===== config.mk =====
export PLATFORM = sky130hd
export DESIGN_NAME = z_compare
export DESIGN_NICKNAME = d
export VERILOG_FILES = /design/src/rtl/pixel_pipeline_pkg.sv /design/src/rtl/z_compare.sv
export SDC_FILE = /design/constraint.sdc
export NUM_CORES = 1
export LEC_CHECK = 0
export CAP_MARGIN = 20
export CORE_MARGIN = 3
export CORE_UTILIZATION = 30
export DETAILED_ROUTE_END_ITERATION = 10
export PLACE_DENSITY = 0.74
export SETUP_SLACK_MARGIN = 0.4
export SYNTH_ARGS = -nofsm -noshare
export SYNTH_HDL_FRONTEND = slang
export SYNTH_SLANG_ARGS = --single-unit
export TNS_END_PERCENT = 30

===== constraint.sdc =====
create_clock -name vclk -period 1.59
set_clock_uncertainty 0.1 [all_clocks]
set_input_delay 0.159 -clock vclk [all_inputs]
set_output_delay 0.159 -clock vclk [all_outputs]
set_load 0.05 [all_outputs]

===== src/rtl/pixel_pipeline_pkg.sv =====
// Shared types for the pixel pipeline.
//   z_func_e   : depth compare function codes (RENDER_MODE.Z_FUNC encoding)
//   ez_state_e : early-Z stage control states
//   sat_inc    : saturating increment for the 16-bit event counters
package pixel_pipeline_pkg;

  localparam int unsigned FB_WIDTH_DEF  = 640;
  localparam int unsigned COORD_W_DEF   = 10;
  localparam int unsigned Z_W_DEF       = 16;
  localparam int unsigned ADDR_W_DEF    = 19;
  localparam int unsigned PAYLOAD_W_DEF = 64;
  localparam int unsigned CNT_W         = 16;

  typedef enum logic [2:0] {
    Z_NEVER    = 3'd0,
    Z_LESS     = 3'd1,
    Z_EQUAL    = 3'd2,
    Z_LEQUAL   = 3'd3,
    Z_GREATER  = 3'd4,
    Z_NOTEQUAL = 3'd5,
    Z_GEQUAL   = 3'd6,
    Z_ALWAYS   = 3'd7
  } z_func_e;

  typedef enum logic [2:0] {
    EZ_IDLE    = 3'd0,
    EZ_RD_REQ  = 3'd1,
    EZ_RD_WAIT = 3'd2,
    EZ_WRITE   = 3'd3,
    EZ_OUT     = 3'd4
  } ez_state_e;

  // Counters stick at all-ones instead of wrapping.
  function automatic logic [CNT_W-1:0] sat_inc(input logic [CNT_W-1:0] v);
    return (v == {CNT_W{1'b1}}) ? v : v + 1'b1;
  endfunction

endpackage


===== src/rtl/z_compare.sv =====
// Combinational depth comparator, shared by the early-Z and late-Z paths.
//   func  : compare function
//   z_new : incoming fragment depth
//   z_old : depth currently stored in the Z-buffer
//   pass  : 1 when the fragment survives (unsigned compare of z_new vs z_old)
module z_compare
  import pixel_pipeline_pkg::*;
#(
  parameter int unsigned Z_W = Z_W_DEF
) (
  input  z_func_e        func,
  input  logic [Z_W-1:0] z_new,
  input  logic [Z_W-1:0] z_old,
  output logic           pass
);

  always_comb begin
    // NOTE: assigning a default before the case means every path drives
    // pass, so no latch is inferred even if a branch is forgotten.
    pass = 1'b0;
    unique case (func)
      Z_NEVER:    pass = 1'b0;
      Z_LESS:     pass = (z_new <  z_old);
      Z_EQUAL:    pass = (z_new == z_old);
      Z_LEQUAL:   pass = (z_new <= z_old);
      Z_GREATER:  pass = (z_new >  z_old);
      Z_NOTEQUAL: pass = (z_new != z_old);
      Z_GEQUAL:   pass = (z_new >= z_old);
      Z_ALWAYS:   pass = 1'b1;
      default:    pass = 1'b0;
    endcase
  end

endmodule


== Yosys cells after proc, flatten, opt, wreduce, memory -nomap -nowiden ==
Cells that the tools add are included.
Operators by class
  $lt $le $gt $ge: 4
  equality and inequality tests: 9
  mux-type cells: 1
  reduce and logical (&&, ||, !) cells: 1
Operators by type and width (count)
  16-bit equality test: 1
  16-bit greater-or-equal comparator: 1
  16-bit greater-than comparator: 1
  16-bit less-or-equal comparator: 1
  16-bit less-than comparator: 1
  16-bit != test: 1
  3-bit equality test, second input constant: 4
  1-bit case mux with 8 select lines: 1
  3-bit by 2-bit equality test with 1-bit output, second input constant: 2
  3-bit by 1-bit equality test with 1-bit output, second input constant: 1
  3-bit zero test: 1
Word-level totals
  register bits after elaboration: 0

== Logic depth before layout (Yosys ltp) ==
Gate-level depths: netlist of the first run.
  depth in word-level cells: 2
  gate-level depth with buffers: 7

== Worst setup path after synthesis of the first run ==
OpenSTA, ideal clock, no wires.
  path kind: input port to output port
  from: input z_old[14]
  to: output pass
  data arrival time: 1585 ps
  path slack: -254 ps
  stages on the path: 7
  cells stage by stage: inv_1 ha_1 nand4_2 or2_1 a211oi_2 a2111o_1 nand3_1
Between the ends
  word-level cells in the longest chain between the ends: 2
  elaborated cells between the ends (all ways): 7
  those cells by class: order compare: 4; eq/ne: 2; mux: 1
RTL lines
  from (decl): line z_compare.sv:13  | input logic [Z_W-1:0] z_old,
  16-bit greater-or-equal comparator, or another cell as far along: line z_compare.sv:28  | Z_GEQUAL: pass = (z_new >= z_old);
  1-bit case mux with 8 select lines *: line z_compare.sv:21  | unique case (func)
  to (decl): line z_compare.sv:14  | output logic pass
Every way passes the cells marked *; elsewhere a longest branch is shown, timed or not.

== Final worst setup path of the first run ==
  from: input z_new[0]
  to: output pass
Between the ends
  word-level cells in the longest chain between the ends: 2
  elaborated cells between the ends (all ways): 7
  those cells by class: order compare: 4; eq/ne: 2; mux: 1
RTL lines
  from (decl): line z_compare.sv:12  | input logic [Z_W-1:0] z_new,
  16-bit greater-or-equal comparator, or another cell as far along: line z_compare.sv:28
  1-bit case mux with 8 select lines *: line z_compare.sv:21
Marked as above.

==> metrics.md, run 1 <==
| Metric | Value |
|---|---|
| I/O pin cnt | `36` |
| Slew HR | `81.0%` |
| Max cap viols | `0` |
| Vias in the first global route | `roughly 600` |
| Pwr Total | `approximately 320 µW` |
| Max IR drop VDD | `0.187 mV` |
| Critical path type | `in2out` |
| Largest net degree at the start of global routing | `4` |
| Width of the die | `between 40 and 50 µm` |
| Largest cells by area after synthesis | `ha_1, inv_1, a21oi_1` |
| CORE AREA | `roughly 1400 µm²` |
| Clock buffer count | `0` |
| GRT Resource Usage Total | `between 15 and 20%` |
| Drt via density | `5.06` |
| Final worst path period need | `1.94 ns` |
| HP Start | `z_new[14]` |
| Layout cells sized above 1 | `between 70% and 80%` |
| CTS Hold Bufs | `0` |
| Layout area overhead | `155%` |
| Power Internal | `around 180 µW` |
| Violated checks | `negative setup slack` |
| Sw Ratio | `42.2%` |
| Distinct cells, synth | `18` |
| Setup crit end kind | `primary output` |
| RD Place Congestion | `0.748` |
| # DRC | `0` |
| HPWL after DPL | `1.20 mm` |
| # nets final | `between 150 and 200` |
| Core Rows | `13` |
| Gr ovfl total | `0` |
| Initial antenna violation count | `0` |
| Synthesized area | `455 µm²` |
| Status | `finished, violations left` |
| Area of the die | `approximately 2000 µm²` |
| CP Launch Point | `z_new[0]` |
| Slew @ Worst Pin | `0.282 ns` |
| N_diodes | `0` |
| Pins Over Slew Limit | `0` |
| Unrepaired setup endpoints after global routing | `true` |
| Routed Antenna Nets | `0` |
| IO Port Bufs | `36` |
| Leakage power | `between 0.4 and 0.5 nW` |
| Hold Vio Cnt, Final | `0` |
| Number of sequential cells | `0` |
| Initial DRC count | `1` |
| Via count | `around 610` |
| Comb pwr share | `100.0%` |
| Final setup vio count | `1` |
| Max frequency | `516 MHz` |
| YS warnings | `0` |
| Reg power frac | `0%` |
| Share of the synthesized area in the top cell type | `44.0%` |
| Seq/Total Area, Yosys | `0%` |
| Global-route wire length before repair | `about 2.4 mm` |
| Final core occ | `85.1%` |
| PwrDens | `~270 nW/µm²` |
| Routed WL | `~1.7 mm` |
| Syn_nets | `113` |
| Crit Path Max Fanout | `2` |
| Hold WC Path Type | `in2out` |
| Clock power frac | `0%` |
| Sw Pwr | `135 µW` |
| Synth Instances | `62` |
| Synth area leader | `ha_1` |
| Final setup margin | `-0.347 ns` |
| Syn_area_per_cell | `7.35 µm²` |
| Largest stage delay on the critical path | `0.43 ns` |
| Period utilization | `122%` |
| Routed len/inst | `13.7 µm` |
| Crit-path cells | `dlygate4sd2_1 > inv_2 > ha_4 > nor2b_1 > o211ai_1 > a211oi_4 > a2111o_1 > nand3_4 > buf_12` |
| Pre-Repair DR Iteration Count | `4` |
| Flip-flop and latch area | `0 µm²` |
| Highest-delay cell along the critical path | `a2111o_1` |
| Die H | `about 45 µm` |
| Crit start category | `primary input` |
| CP required | `1.33 ns` |
| Initial Util | `between 30 and 40%` |
| Arrival time at the worst endpoint | `1.68 ns` |
## worst max-delay path: cells and delay by family
| family | cells | cell delay, ns |
|---|---|---|
| AND/OR/NAND/NOR | 2 | 0.14 |
| adder cells (fa/ha/maj) | 1 | 0.12 |
| AO/OA/AOI/OAI | 3 | 0.79 |
| buffers and inverters | 3 | 0.45 |
## worst paths after layout
path	endpoint	slack [ns]	cells past startpoint
worst max-delay path	pass	-0.35	9
worst min-delay path	pass	0.86	7
## repair_timing
item	4_1_cts	5_1_grt
buffers inserted	4	0
gates cloned	0	0
endpoints found under the setup margin	1	1
pin swaps	22	8
gates resized for setup	130	11
## Yosys cell counts (2+ instances only)
cell	n
nand2_1	4
nor2b_1	2
a21oi_1	7
nand4_1	3
nand2b_1	2
o21a_1	2
inv_1	16
ha_1	16
## cell type report
class,count,area (µm²)
fillers,85,204
multi-input cells,46,661
repair buffers,44,410
well taps,15,18.8
inverters,16,72.6
## cell usage in the layout, fill, tap and decap left out, types with 3 or more instances in the layout
cell,synthesis,layout
ha_4,0,16
buf_6,0,13
inv_2,0,11
buf_2,0,8
buf_4,0,8
a21oi_1,7,6
clkdlybuf4s15_1,0,6
inv_4,0,5
clkdlybuf4s15_2,0,4
nand2_1,4,3
nand4_1,3,3
clkdlybuf4s50_1,0,3
## power by group through the flow
| stage | registers, mW | logic (mW) | clock network [mW] |
|---|---|---|---|
| after CTS | 0 | 0.295 | 0 |
| after global placement | 0 | 0.282 | 0 |
| after detailed placement | 0 | 0.288 | 0 |
| after floorplan | 0 | 0.141 | 0 |
| after global routing | 0 | 0.345 | 0 |
| final | 0 | 0.318 | 0 |
## per-stage QoR
stage	std cells	setup TNS (ns)	hold WS [ns]	area [µm²]	worst slack, ns
finish	121	-0.347	0.858	1160	-0.347
global route	121	-0.377	0.935	1160	-0.377
CTS	121	-0.305	0.869	1100	-0.305
detailed placement	117	-0.679	0.939	1060	-0.679
global placement	117	-0.663	0.933	1060	-0.663
floorplan	62	-0.0469	0.425	643	-0.0469
## cells by family (layout without fill, tap and decap cells)
group                    after synthesis  after routing  synth area share (%)
adder cells (fa/ha/maj)               16             16                  44.0
AO/OA/AOI/OAI                         15             15                  22.0
AND/OR/NAND/NOR                       15             15                  20.9
buffers and inverters                 16             60                  13.2
## layer usage
metal / global-route usage (%) / routed length, µm / vias up
met5: 0 / 0 / -
met3: 0.398 / 87 / 0
met4: 0 / 0 / 0
li1: - / - / 308
met1: 18.7 / 652 / 282
met2: 31.1 / 918 / 22
Power figures use the tool's default switching activity.
==> run 2: changes to the inputs <==
--- a/config.mk
+++ b/config.mk
@@ -7,9 +7,9 @@
 export LEC_CHECK = 0
 export CAP_MARGIN = 20
 export CORE_MARGIN = 3
-export CORE_UTILIZATION = 30
+export CORE_UTILIZATION = 35
 export DETAILED_ROUTE_END_ITERATION = 10
-export PLACE_DENSITY = 0.74
+export PLACE_DENSITY = 0.84
 export SETUP_SLACK_MARGIN = 0.4
 export SYNTH_ARGS = -nofsm -noshare
 export SYNTH_HDL_FRONTEND = slang
==> metrics.md, run 2 (same netlist as run 1, synthesis figures left out) <==
| Metric | Value |
|---|---|
| Status | `finished, violations left` |
| Violated checks | `negative setup slack` |
| Commonest non-fill, non-tap cell in the layout | `buf_2` |
| Crit Path Max Fanout | `2 (unchanged)` |
| Core Rows | `12 (-1)` |
| I/O pin cnt | `36 (unchanged)` |
| Hold WC Path Type | `in2out` |
| Flip-flop and latch area | `0 µm² (unchanged)` |
| CP required | `1.33 ns (about the same)` |
| Routed WL | `2.46 mm (+48%)` |
| RD Place Congestion | `0.764 (+2.2%)` |
| Routed Antenna Nets | `0 (unchanged)` |
| N_diodes | `0 (unchanged)` |
| HPWL after DPL | `1.85 mm (+55%)` |
| Setup crit end kind | `primary output` |
| GRT Resource Usage Total | `28.5% (+13 points)` |
| Met2 Use GR | `58.0% (+27 points)` |
| Period utilization | `125% (+2.7 points)` |
| Via count | `673 (+10%)` |
| Final setup margin | `-0.390 ns (-0.0431 ns)` |
| Die H | `42.1 µm (-6.4%)` |
| Comb pwr share | `100.0% (about the same)` |
| M1 GR Usage | `26.8% (+8.1 points)` |
| Reg power frac | `0% (unchanged)` |
| CORE AREA | `1160 µm² (-15%)` |
| Busiest grt layer | `met2` |
| Initial antenna violation count | `0 (unchanged)` |
| Clock buffer count | `0 (unchanged)` |
| Finished Cell Area | `1080 µm² (-6.7%)` |
| CTS Hold Bufs | `0 (unchanged)` |
| Placed cell areas | `1060 µm² (-0.12%)` |
| # DRC | `0 (unchanged)` |
| Drt via density | `5.56 (+10%)` |
| Slew HR | `76.0% (-5.0 points)` |
| Final Hold Slack | `0.932 ns (+0.0738 ns)` |
| Gr ovfl total | `0 (unchanged)` |
| Leakage power | `0.478 nW (-2.0%)` |
| # nets final | `160 (+0.63%)` |
| Final core occ | `93.8% (+8.8 points)` |
| PwrDens | `306 nW/µm² (+12%)` |
| Global-route wire length before repair | `3.84 mm (+61%)` |
| Sw Pwr | `154 µW (+14%)` |
| Unrepaired setup endpoints after global routing | `true` |
| IO Port Bufs | `36 (unchanged)` |
| TNS Setup | `-0.390 ns (-0.0431 ns)` |
| Initial DRC count | `8 (+7)` |
| Final worst path period need | `1.98 ns (+0.0431 ns)` |
| Layout cells sized above 1 | `77.6% (+5.9 points)` |
| Power Internal | `178 µW (-3.3%)` |
| Pins Over Slew Limit | `0 (unchanged)` |
| Hold Vio Cnt, Final | `0 (unchanged)` |
| Number of sequential cells | `0 (unchanged)` |
| Max frequency | `505 MHz (-2.2%)` |
| Pre-Repair DR Iteration Count | `5 (+1)` |
| Area of the die | `1770 µm² (-12%)` |
| Max IR drop VDD | `0.225 mV (+21%)` |
| Routed len/inst | `20.3 µm (+48%)` |
| CP Launch Point | `z_old[1]` |
| Crit start category | `primary input` |
| Met3 GRT Util | `3.86% (+3.5 points)` |
| HP Start | `z_new[15]` |
| Initial Util | `39.4% (+6.1 points)` |
| Vias in the first global route | `798 (+34%)` |
| Arrival time at the worst endpoint | `1.72 ns (+0.04 ns)` |
| Slew @ Worst Pin | `0.359 ns (+0.0771 ns)` |
| Layout area overhead | `138%` |
| Largest net degree at the start of global routing | `4 (unchanged)` |
| Width of the die | `42.1 µm (-6.4%)` |
| Max cap viols | `0 (unchanged)` |
| Fill cell count | `39 (-54%)` |
| Final setup vio count | `1 (unchanged)` |
| Sw Ratio | `46.4% (+4.1 points)` |
| Most frequent cells in the layout | `buf_2, ha_4, inv_2, buf_4, buf_6` |
| Critical path type | `in2out` |
| Clock power frac | `0% (unchanged)` |
## run 2: power groups by stage
stage | Combinational [mW] | Sequential [mW] | Clock (mW)
3_3_place_gp | 0.279 | 0 | 0
2_1_floorplan | 0.141 | 0 | 0
4_1_cts | 0.310 | 0 | 0
6_report | 0.332 | 0 | 0
5_1_grt | 0.360 | 0 | 0
3_5_place_dp | 0.305 | 0 | 0
## run 2: repair_timing
action	CTS	global route
setup buffers	4	1
cloned	0	0
gates resized for setup	130	18
pin swaps	22	9
hold endpoints to repair	0	0
setup endpoints to repair	1	1
## run 2: per-layer routing
metal,vias up,part of all wire (%)
met3,16,4.0
met4,0,7.0
li1,307,-
met2,36,55
met1,314,35
met5,-,0
## run 2: final cells by class
| class | count | area, µm² | share of cell area (%) |
|---|---|---|---|
| timing repair buffer | 45 | 328 | 30.2 |
| inverter | 16 | 70.1 | 6.46 |
| multi-input combinational | 46 | 669 | 61.7 |
| tap | 14 | 17.5 | 1.61 |
## run 2: per-stage QoR
stage | setup slack, ns | total power [mW] | instances
3_5_place_dp | -0.729 | 0.305 | 116
3_3_place_gp | -0.666 | 0.279 | 116
5_1_grt | -0.469 | 0.360 | 121
4_1_cts | -0.359 | 0.310 | 120
6_report | -0.390 | 0.332 | 121
2_1_floorplan | -0.0469 | 0.141 | 62
## run 2: final timing paths
path	endpoint	cells past startpoint
setup / recovery	pass	9
hold / removal	pass	7
## run 2: critical path, stage by stage
cell	delay, ns
buf_6	0.10
inv_4	0.04
ha_4	0.19
nor2b_4	0.12
o211ai_1	0.31
a211oi_4	0.13
a2111o_1	0.44
nand3_4	0.08
buf_12	0.13
